**config.mk**
```make
export PLATFORM = sky130hd
export DESIGN_NAME = fetch_stage
export DESIGN_NICKNAME = d
export VERILOG_FILES = /design/src/rtl/fetch_stage.sv
export SDC_FILE = /design/constraint.sdc
export NUM_CORES = 1
export LEC_CHECK = 0
export CORE_ASPECT_RATIO = 1.5
export CORE_UTILIZATION = 40
export CTS_CLUSTER_DIAMETER = 120
export DETAILED_ROUTE_END_ITERATION = 7
export PLACE_DENSITY = 0.77
export SLEW_MARGIN = 5
export SYNTH_ARGS = -nofsm -noshare
export SYNTH_HDL_FRONTEND = slang
export SYNTH_SLANG_ARGS = --single-unit
```
**constraint.sdc**
```tcl
create_clock -name clk -period 3.7 [get_ports clk]
set_clock_uncertainty 0.05 [all_clocks]
set_input_delay 1.11 -clock clk [delete_from_list [all_inputs] [get_ports clk]]
set_output_delay 1.11 -clock clk [all_outputs]
set_load 0.1 [all_outputs]
```
**src/rtl/fetch_stage.sv**
```systemverilog
// Instruction-fetch stage: owns the program counter, drives a req/ack
// instruction-memory port with wait-state tolerance, honours StallF and
// applies decode-resolved branch/jump redirects, discarding wrong-path
// responses to requests already in flight.
module fetch_stage #(
    parameter logic [31:0] RESET_PC = 32'h0000_0000
) (
    input  logic        clk,
    input  logic        reset,
    input  logic        StallF,
    input  logic        PCSrcD,
    input  logic [31:0] PcBranchD,
    input  logic        JumpD,
    input  logic [31:0] PcJumpD,
    output logic        imem_req,
    output logic [31:0] imem_addr,
    input  logic        imem_ack,
    input  logic [31:0] imem_rdata,
    output logic [31:0] InstrF,
    output logic [31:0] PcPlusFourF,
    output logic        ValidF,
    output logic        FetchMissF
);

    // FETCH: request outstanding for pc_f
    // HOLD : instruction captured while stalled, no request outstanding
    // DROP : wrong-path request still outstanding, its response is discarded
    typedef enum logic [1:0] {
        FETCH = 2'd0,
        HOLD  = 2'd1,
        DROP  = 2'd2
    } state_t;

    state_t      state;
    logic [31:0] pc_f;
    logic [31:0] drop_addr;
    logic [31:0] instr_buf;
    logic [31:0] pc_plus_four;
    logic [31:0] target;
    logic        redirect;

    // A stalled fetch stage ignores redirects; branch wins over jump.
    assign redirect     = !StallF && (PCSrcD || JumpD);
    assign target       = PCSrcD ? PcBranchD : PcJumpD;
    assign pc_plus_four = pc_f + 32'd4;

    // PC, buffers and handshake state advance on each accepted response or redirect.
    always_ff @(posedge clk) begin
        if (reset) begin
            state     <= FETCH;
            pc_f      <= RESET_PC;
            drop_addr <= '0;
            instr_buf <= '0;
        end else begin
            case (state)
                FETCH: begin
                    if (imem_ack) begin
                        if (!StallF) begin
                            pc_f <= redirect ? target : pc_plus_four;
                        end else begin
                            instr_buf <= imem_rdata;
                            state     <= HOLD;
                        end
                    end else if (redirect) begin
                        // Keep presenting the old address until its ack arrives.
                        drop_addr <= pc_f;
                        pc_f      <= target;
                        state     <= DROP;
                    end
                end
                HOLD: begin
                    if (!StallF) begin
                        pc_f  <= redirect ? target : pc_plus_four;
                        state <= FETCH;
                    end
                end
                DROP: begin
                    if (redirect) begin
                        pc_f <= target;
                    end
                    if (imem_ack) begin
                        state <= FETCH;
                    end
                end
                default: state <= FETCH;
            endcase
        end
    end

    // Memory port and decode-facing outputs; reset forces an idle, invalid view.
    always_comb begin
        imem_req  = 1'b0;
        imem_addr = pc_f;
        InstrF    = instr_buf;
        ValidF    = 1'b0;
        if (reset) begin
            InstrF = '0;
        end else begin
            case (state)
                FETCH: begin
                    imem_req  = 1'b1;
                    imem_addr = pc_f;
                    InstrF    = imem_rdata;
                    ValidF    = imem_ack;
                end
                HOLD: begin
                    ValidF = 1'b1;
                end
                DROP: begin
                    imem_req  = 1'b1;
                    imem_addr = drop_addr;
                end
                default: begin
                    imem_req = 1'b0;
                end
            endcase
        end
    end

    assign FetchMissF  = !ValidF;
    assign PcPlusFourF = reset ? (RESET_PC + 32'd4) : pc_plus_four;

endmodule

```
Word-level counts from Yosys, hierarchy flattened
Index checks and enable logic that the tools add are counted.
{"block": "classes", "n_mux": 21, "n_eq_ne": 6, "n_addsub": 1, "bitwise_logic": 1, "reduce_logical": 10}
{"op": "$mux 32", "count": 10}
{"op": "$pmux 32 s3", "count": 1}
{"op": "$add 32x3->32 const B", "count": 1}
{"op": "$mux 2", "count": 5}
{"op": "$ne 3x3->1 const B", "count": 2}
{"op": "$pmux 2 s3", "count": 1}
{"op": "$reduce_and 3->1", "count": 2}
{"op": "$ne 2x2->1 const B", "count": 2}
{"op": "$reduce_and 4->1", "count": 1}
{"op": "$mux 1", "count": 3}
{"op": "$reduce_bool 3->1", "count": 1}
{"op": "$eq 2x1->1 const B", "count": 1}
{"op": "$eq 2x2->1 const B", "count": 1}
{"op": "$logic_not 1->1", "count": 2}
{"op": "$logic_not 2->1", "count": 1}
{"op": "$pmux 1 s2", "count": 1}
{"op": "$reduce_or 2->1", "count": 1}
{"op": "$logic_and 1x1->1", "count": 1}
{"op": "$logic_or 1x1->1", "count": 1}
{"op": "$not 1->1", "count": 1}
{"block": "totals", "wordCells": 43, "regBits": 98, "in_bits": 102}

Longest topological paths before layout
Gate-level depths: netlist of run 1.
{"block": "depth", "word_depth": 6, "mapped_depth": 9}

Worst setup path before layout of run 1
Ideal clock, no wire load.
{"block": "synth_timing", "kind": "in2out", "from": "input port reset", "to": "output port imem_addr[10]", "path_buffers": 2, "path_slack_ps": -1345, "t_arrival_ps": 3885, "path_stages": 4, "path_cell_list": "clkbuf_1 -> nor2_1 -> clkbuf_1 -> o21ai_0"}
{"block": "synth_via", "elab_chain_len": 1}
{"item": "from (decl)", "line_no": "9", "rtl": "input logic reset,"}
{"item": "$mux 32", "line_no": "96", "rtl": "if (reset) begin"}
{"item": "to (decl)", "line_no": "16", "rtl": "output logic [31:0] imem_addr,"}
Every way passes these cells.

Worst setup path in the final report of run 1
{"block": "layout_timing", "from": "register pc_f[13]", "to": "output port PcPlusFourF[25]"}
{"block": "layout_via", "elab_chain_len": 2}
{"item": "from (decl)", "line_no": "35", "rtl": "logic [31:0] pc_f;"}
{"item": "from (signal assigned)", "line_no": "59", "rtl": "pc_f <= redirect ? target : pc_plus_four;"}
{"item": "from (signal assigned)", "line_no": "67", "rtl": "pc_f <= target;"}
{"item": "from (signal assigned)", "line_no": "73", "rtl": "pc_f <= redirect ? target : pc_plus_four;"}
{"item": "$add 32x3->32", "line_no": "45", "rtl": "assign pc_plus_four = pc_f + 32'd4;"}
{"item": "$mux 32", "line_no": "121", "rtl": "assign PcPlusFourF = reset ? (RESET_PC + 32'd4) : pc_plus_four;"}
{"item": "to (decl)", "line_no": "20", "rtl": "output logic [31:0] PcPlusFourF,"}
Every way passes these cells.

==> results of run 1 <==
-- report_power, final --
group	switching, uW	total [uW]	internal, uW
logic	1290	2050	763
clock network	477	1010	537
registers	83.3	1210	1120
total	1850	4270	2420
-- placed cells by master, fill, tap and decap left out, types with 5 or more instances in the layout --
master,n
a21oi_1,109
nand3_1,21
buf_4,52
xnor2_1,11
nand4_1,12
buf_12,104
o32ai_1,5
a31oi_1,6
o21a_1,6
nor3b_1,7
dfxtp_1,91
o21ai_0,27
and3_1,5
nor4_1,7
clkbuf_16,9
and2_1,6
nor2b_1,17
o22ai_1,6
a311oi_1,5
o211ai_1,5
nor3_1,14
nor2_4,11
inv_1,12
mux2_2,30
clkdlybuf4s50_1,99
mux2i_1,50
xor2_1,12
nor2_1,93
nand2_1,170
nand2b_1,7
-- cell families (layout without fill, tap and decap cells) --
| family | count (synthesis) | in the layout | share of synthesized area (%) |
|---|---|---|---|
| simple gates | 397 | 397 | 27.43 |
| fa+ha+maj | 5 | 5 | 0.9287 |
| mux | 80 | 80 | 12.44 |
| compound gates | 224 | 224 | 20.54 |
| buf+inv | 102 | 286 | 6.408 |
| xor+xnor | 24 | 24 | 3.120 |
| flops | 98 | 98 | 29.12 |
-- worst max path at each step --
| stage | to | slack [ns] | cells past startpoint |
|---|---|---|---|
| floorplan | InstrF[10] | -0.44 | 4 |
| global placement | PcPlusFourF[28] | 0.27 | 8 |
| detailed placement | PcPlusFourF[25] | 0.28 | 6 |
| CTS | PcPlusFourF[25] | 0.02 | 6 |
| global route | PcPlusFourF[25] | 0.0007 | 6 |
| finish | PcPlusFourF[25] | 0.05 | 6 |
-- flip-flops by register name, indices dropped and copies added (netlist names) --
name	flops
instr_buf	32
drop_addr	32
pc_f	32
state	2
-- area by class of cell --
class,instances,area (sq um)
Tap cell,206,257.7
Inverter,14,56.30
Timing Repair Buffer,256,3468
Clock inverter,7,81.33
Sequential cell,98,1978
Fill cell,1329,5759
Clock buffer,9,225.2
Multi-Input combinational cell,730,4506
-- stage by stage --
| stage | util (%) | power (uW) |
|---|---|---|
| after floorplan | - | 2488 |
| after global placement | 62.65 | 3247 |
| after detailed placement | 62.65 | 3262 |
| after CTS | 64.64 | 4265 |
| after global routing | 64.74 | 4408 |
| final | 64.74 | 4272 |
-- worst max-delay path: cells and delay by family, from the launching register on --
family / cells / cell delay, ns
xor gates and xnor gates: 1 / 0.17
DFF: 1 / 0.41
buffers and inverters: 1 / 0.18
and+or+nand+nor: 4 / 1.37
-- metal layers --
layer / GRT usage, % / vias to the layer above / routed length (microns)
li1: - / 3610 / -
met1: 33.89 / 3622 / 9315
met2: 49.54 / 388 / 12690
met3: 4.870 / 94 / 1857
met4: 15.07 / 0 / 1218
met5: 0 / - / 0
-- timing repair --
action	in CTS	in global routing
gates resized for setup	6	7
pin swaps	1	0
setup endpoints to repair	8	3
hold buffers	0	0
==> flow_summary_export.csv, run 1 <==
group,metric,value,unit
run_status,outcome,"finished clean",
yosys,synth.distinct_cells,71,
worst_setup_path,ff2ff_path_depth,6,
timing,finalSetupViolCount,0,
yosys,synthTopCellsByArea,"dfxtp_1 29%, nand2_1 9.5%, a21oi_1 8.2%",
worst_setup_path,slowest_stage,"or4_4",
worst_setup_path,critical_path.cell_chain,"nand3_4 -> or4_4 -> or4_4 -> xnor2_2 -> nor2_4 -> buf_12",
layout,design_area,10570,sq um
place,io_buffers,200,
hold_path,holdPathStages,2,
timing,period_needed,3.650,ns
worst_setup_path,crit-reg2reg-launch,"state[0]$_SDFFE_PP0P_",
worst_setup_path,path_max_fanout,8,
drt,routed_wl,25080,microns
worst_setup_path,critPathLaunchType,"flip-flop",
drt,drt-initial-drc-count,619,
floorplan,io_pins,201,
floorplan,dieHeight,160.9,microns
clocking,cts_buffers,9,
clocking,cts_tree,"yes",
worst_setup_path,crit_required,2.54,ns
yosys,syn-cell-area,6736,sq um
yosys,syn_nets,1037,
grt,grt_pass1_wl,39250,microns
yosys,syn-mean-instance-area,7.244,sq um
place,pre_cts_ws,0.2796,ns
layout,syn2layout_area_growth,56.95,%
floorplan,die_w,108.0,microns
clocking,clockBufferDepth,2,
timing,worst_slack,0.05031,ns
pwr,vdd_ir_drop_max,0.2916,mV
layout,stdcell_count,1320,
yosys,synth_flop_cell,"dfxtp_1",
worst_setup_path,cp-startpoint,"pc_f[13]$_SDFFE_PP0P_",
drt,viasPerCell,5.844,
clocking,clk_latency,0.36,ns
floorplan,die-area,17380,sq um
worst_setup_path,crit_type,"flip-flop to primary output",
hold_path,hp-class,"flip-flop to flip-flop",
layout,nNetsFinal,1216,
floorplan,initial_core_util,41.25,%
worst_setup_path,slowest_delay,0.59,ns
drt,wire_per_inst,19.00,microns
layout,drive_above_1_share,22.44,%
worst_setup_path,r2r_end,"pc_f[22]$_SDFFE_PP0P_",
yosys,synth.ff_latch_count,98,
grt,grt_max_degree,71,
clocking,cts_root_buf,"clkbuf_16",
grt,first_global_vias,7495,
timing,setup-tns-final,0,ns
worst_setup_path,worst_setup_path_end_kind,"primary output",
timing,tightest_slew,0.8772,ns
place,dp_hpwl,18580,microns
timing,hold_ws,0.4038,ns
clocking,clock-sinks,98,
clocking,htreeDepth,3,
hold_path,min_from,"drop_addr[29]$_SDFFE_PP0P_",
pwr,p_leak,0.004077,uW
place,dp.cells,1304,
place,gp_congestion,0.9751,
grt,grt_overflow,0,
timing,max_freq,274.0,MHz
yosys,ys_warn_count,0,
timing,slew_headroom,41.52,%
drt,vias,7714,
grt,antenna_found_initial,0,
timing,finalHoldViolCount,0,
grt,grt_usage,28.90,%
yosys,async_flop_share,0,%
yosys,syn_inst,930,
timing,slew_violations,0,
floorplan,core-area,16330,sq um
yosys,yosysTopAreaCell,"dfxtp_1",
yosys,synth_top_area_share,29.12,%
yosys,synth_seq_area_share,29.12,%
drt,drc_errors,0,
clocking,cts.clk_slew.worst_paths,0.08,ns
hold_path,min_to,"drop_addr[29]$_SDFFE_PP0P_",
yosys,synth_edf_count,0,
flow_run,drv_cap,0,
pwr,power.density,404.0,nW/um^2
drt,drt_pre_antenna_iters,5,
worst_setup_path,r2r_slack,1.10,ns
worst_setup_path,worst_path_most_repeated_cell,"or4_4",
worst_setup_path,cp.arrival,2.49,ns
timing,finalCritPeriodShare,98.64,%
yosys,yosysMostFrequentCell,"nand2_1",
yosys,synthTopCellsByCount,"170 x nand2_1, 110 x a21oi_1, 104 x nor2_1",
layout,num_antenna_cells,0,
place,placed_cell_area,10230,sq um
floorplan,rows,57,
timing,rsz0062_at_grt,"no",
clocking,post_cts_buffers,0,
drt,antenna_left,0,
No activity file was read; power rests on OpenSTA's default activity.
==> run 2: changes to the inputs <==
- CORE_UTILIZATION: 40 -> 48
- PLACE_DENSITY: 0.77 -> 0.88
==> flow_summary_export.csv, run 2 (same netlist as run 1, synthesis figures left out) <==
group,metric,value,unit
place,io_buffers,200,
grt,first_global_vias,8192,
floorplan,initial_core_util,49.54,%
worst_setup_path,crit_type,"flip-flop to primary output",
timing,slew_violations,0,
floorplan,rows,52,
clocking,cts_tree,"yes",
floorplan,die-area,14520,sq um
clocking,cts_root_buf,"clkbuf_16",
layout,stdcell_count,1277,
clocking,clk_latency,0.36,ns
layout,final_common_cell,"nand2_1",
run_status,outcome,"finished clean",
grt,grt_pass1_wl,41460,microns
grt,grt_max_degree,58,
layout,utilization,77.18,%
worst_setup_path,critPathLaunchType,"flip-flop",
worst_setup_path,crit_required,2.54,ns
layout,syn2layout_area_growth,55.80,%
place,dp.cells,1260,
floorplan,io_pins,201,
layout,drive_above_1_share,22.33,%
place,dp_hpwl,18920,microns
drt,viasPerCell,6.365,
layout,num_antenna_cells,0,
drt,wire_per_inst,20.56,microns
timing,slew_headroom,45.52,%
grt,grt_usage,36.14,%
clocking,clock-sinks,98,
grt,grt_overflow,0,
drt,routed_wl,26260,microns
pwr,power.total,4243,uW
flow_run,drv_cap,0,
drt,vias,8128,
pwr,p_leak,0.004074,uW
drt,drt_pre_antenna_iters,7,
timing,setup-tns-final,0,ns
worst_setup_path,cp.arrival,2.50,ns
clocking,clockBufferDepth,2,
clocking,cts_buffers,9,
layout,nNetsFinal,1217,
grt,antenna_found_initial,0,
clocking,htreeDepth,3,
timing,finalCritPeriodShare,98.99,%
layout,final_cell_mix,"170 x nand2_1, 109 x a21oi_1, 103 x buf_12",
floorplan,dieHeight,147.1,microns
timing,period_needed,3.663,ns
drt,drt-initial-drc-count,971,
timing,finalHoldViolCount,0,
worst_setup_path,path_max_fanout,5,
drt,antenna_left,0,
drt,drc_errors,0,
clocking,cts.clk_slew.worst_paths,0.08,ns
pwr,vdd_ir_drop_max,0.3463,mV
place,gp_congestion,1.017,
timing,tightest_slew,0.7944,ns
layout,reg.largest.list,"drop_addr (32), instr_buf (32), pc_f (32)",
floorplan,core-area,13600,sq um
hold_path,hp-class,"flip-flop to flip-flop",
timing,finalSetupViolCount,0,
timing,max_freq,273.0,MHz
pwr,power.density,404.3,nW/um^2
floorplan,die_w,98.73,microns
worst_setup_path,worst_setup_path_end_kind,"primary output",
[run 2: changes by cell type in the layout (fill, tap and decap cells not counted), sizes merged]
| cell | change |
|---|---|
| buf | +1 |
| bufinv | -1 |
| clkinv | +2 |
| clkinvlp | -1 |
[run 2: path summary, 6_finish.rpt]
| kind | end | startpoint | slack, ns | cells after the start |
|---|---|---|---|---|
| setup / recovery | PcPlusFourF[25] | pc_f[3]$_SDFFE_PP0P_ | 0.04 | 6 |
| hold / removal | drop_addr[5]$_SDFFE_PP0P_ | drop_addr[5]$_SDFFE_PP0P_ | 0.40 | 2 |
| setup reg to reg | pc_f[25]$_SDFFE_PP0P_ | state[0]$_SDFFE_PP0P_ | 0.79 | 6 |
| hold reg to reg | drop_addr[5]$_SDFFE_PP0P_ | drop_addr[5]$_SDFFE_PP0P_ | 0.40 | 2 |
[run 2: per-stage QoR]
stage	setup slack (ns)	cell area, sq um	hold slack [ns]
2_1_floorplan	-0.4397	6878	0.3829
3_3_place_gp	0.2923	10160	0.3890
3_5_place_dp	0.2811	10160	0.3945
4_1_cts	0.02477	10480	0.4068
5_1_grt	-0.04576	10500	0.4236
6_report	0.03732	10500	0.4044
[run 2: final cells by class]
cell class	count	area [sq um]
clock inverters	7	68.82
flip-flops and latches	98	1973
well taps	162	202.7
multi-input cells	730	4506
repair buffers	257	3463
fillers	831	3103
clock buffers	9	225.2
inverters	14	56.30
[run 2: worst max-delay path, stage by stage (launching register included)]
cell	delay [ns]
dfxtp_1	0.38
nand2_1	0.15
or4_4	0.56
or4_4	0.58
xnor2_2	0.17
nor2_4	0.11
buf_12	0.18
[run 2: repair_timing]
item                       CTS  global route
setup endpoints to repair    4             7
buffers inserted             0             1
gates resized for setup      5             5
hold buffers                 0             0
pin swaps                    1             1
[run 2: per-layer routing]
layer  part of all wire, %  track usage [%]
met1                    33            38.42
met2                    50            62.29
met3                    10            9.087
met4                   7.2            25.15
met5                     0                0
[run 2: where the power goes]
| part | switching [uW] | leakage, uW | internal (uW) |
|---|---|---|---|
| logic | 1310 | 0.00313 | 765 |
| clock network | 482 | 0.000146 | 477 |
| registers | 86.1 | 0.000801 | 1120 |
==> run 3: changes to the inputs <==
- clock period: 3.7 -> 3.8 ns (I/O delays scaled with it)
==> flow_summary_export.csv, run 3 (same netlist as run 1, synthesis figures left out) <==
group,metric,value,unit
worst_setup_path,critPathLaunchType,"flip-flop",
flow_run,drv_cap,0,
place,dp.cells,1244,
timing,slew_violations,0,
drt,vias,7948,
pwr,p_leak,0.003994,uW
timing,finalCritPeriodShare,99.41,%
drt,routed_wl,25010,microns
worst_setup_path,r2r_end,"pc_f[13]$_SDFFE_PP0P_",
grt,grt_overflow,0,
grt,grt_pass1_wl,39670,microns
layout,syn2layout_area_growth,56.06,%
drt,wire_per_inst,19.82,microns
timing,tightest_slew,0.8428,ns
place,io_buffers,200,
grt,grt_max_degree,83,
floorplan,io_pins,201,
hold_path,min_from,"drop_addr[4]$_SDFFE_PP0P_",
worst_setup_path,worst_setup_path_end_kind,"primary output",
drt,drt_pre_antenna_iters,6,
hold_path,holdPathStages,2,
layout,fillCellCount,843,
pwr,vdd_ir_drop_max,0.2839,mV
place,gp_congestion,1.010,
floorplan,die-area,14520,sq um
worst_setup_path,crit_type,"flip-flop to primary output",
pwr,power.density,401.2,nW/um^2
layout,seq_area,1972,sq um
layout,final_common_cell,"nand2_1",
floorplan,dieHeight,147.1,microns
grt,first_global_vias,7914,
drt,antenna_left,0,
hold_path,hp-class,"flip-flop to flip-flop",
grt,grt_usage,34.26,%
floorplan,core-area,13600,sq um
clocking,cts_tree,"yes",
clocking,cts_root_buf,"clkbuf_16",
floorplan,initial_core_util,49.54,%
clocking,clk_latency,0.35,ns
drt,drt-initial-drc-count,882,
clocking,cts.clk_slew.worst_paths,0.08,ns
pwr,power.total,4218,uW
drt,viasPerCell,6.298,
layout,num_antenna_cells,0,
layout,multi_input_area,4599,sq um
worst_setup_path,path_max_fanout,8,
clocking,postCtsHoldBufs,0,
worst_setup_path,cp.arrival,2.59,ns
layout,nNetsFinal,1202,
run_status,outcome,"finished clean",
worst_setup_path,ff2ff_path_depth,6,
clocking,clockBufferDepth,2,
clocking,clock-sinks,98,
worst_setup_path,crit-reg2reg-launch,"state[1]$_SDFFE_PP0P_",
timing,period_needed,3.778,ns
layout,final_cell_mix,"170 x nand2_1, 109 x a21oi_1, 103 x buf_12",
timing,max_freq,264.7,MHz
clocking,cts_buffers,9,
clocking,htreeDepth,3,
timing,slew_headroom,43.81,%
layout,reg.largest.list,"drop_addr (32), instr_buf (32), pc_f (32)",
timing,finalHoldViolCount,0,
floorplan,rows,52,
worst_setup_path,r2r_slack,0.96,ns
floorplan,die_w,98.73,microns
grt,antenna_found_initial,0,
layout,drive_above_1_share,25.27,%
layout,stdcell_count,1262,
hold_path,min_to,"drop_addr[4]$_SDFFE_PP0P_",
timing,finalSetupViolCount,0,
drt,drc_errors,0,
worst_setup_path,crit_required,2.61,ns
place,dp_hpwl,18170,microns
## run 3: cell count changes in the layout (fill, tap and decap cells not counted), moves of 4 or more
cell	before	now
nor2_4	11	17
o21ai_1	1	6
buf_4	54	38
nor2_2	0	38
nor2_1	93	49
o21ai_4	4	0
## run 3: repair_timing
action / in CTS / in global routing
setup buffers: 0 / 2
setup endpoints to repair: 4 / 4
resized for setup: 6 / 5
pin swaps: 1 / 1
## run 3: power breakdown
group          switching [uW]  internal, uW
sequential               91.2          1090
clock                     438           597
combinational            1260           734
## run 3: metrics by stage
stage | utilization (%) | instance area, sq um | hold slack [ns] | worst slack [ns] | setup TNS, ns
finish | 77.31 | 10510 | 0.4054 | 0.02240 | 0
CTS | 77.13 | 10490 | 0.4060 | 0.01525 | 0
detailed placement | 74.57 | 10140 | 0.3967 | 0.2683 | 0
floorplan | - | 6967 | 0.3829 | -0.5658 | -11.57
global placement | 74.57 | 10140 | 0.3878 | 0.3154 | 0
global route | 77.31 | 10510 | 0.4224 | -0.005649 | -0.005649
## run 3: worst max path at each step
stage	startpoint	to
2_1_floorplan	reset	imem_addr[10]
3_3_place_gp	pc_f[2]$_SDFFE_PP0P_	PcPlusFourF[26]
3_5_place_dp	pc_f[2]$_SDFFE_PP0P_	PcPlusFourF[26]
4_1_cts	pc_f[11]$_SDFFE_PP0P_	PcPlusFourF[25]
5_1_grt	pc_f[13]$_SDFFE_PP0P_	PcPlusFourF[25]
6_report	pc_f[13]$_SDFFE_PP0P_	PcPlusFourF[25]
## run 3: worst max-delay path, stage by stage, from the launching register on
cell     delay [ns]
dfxtp_2        0.45
nand3_4        0.11
or4_4          0.60
or4_4          0.59
xnor2_2        0.18
nor2_4         0.11
buf_12         0.18
## run 3: metal layers
metal / vias up / part of all wire, % / GRT usage [%]
met5: - / 0 / 0
met4: 0 / 6.0 / 20.52
met3: 155 / 9.6 / 8.088
met2: 536 / 51 / 60.25
met1: 3661 / 34 / 37.07
li1: 3596 / - / -
## run 3: layout make-up
type | instances | share of cell area (%)
multi-input combinational | 730 | 43.75
timing repair buffer | 242 | 31.91
sequential | 98 | 18.76
clock buffer | 10 | 2.273
tap | 162 | 1.928
clock inverter | 6 | 0.8450
inverter | 14 | 0.5356
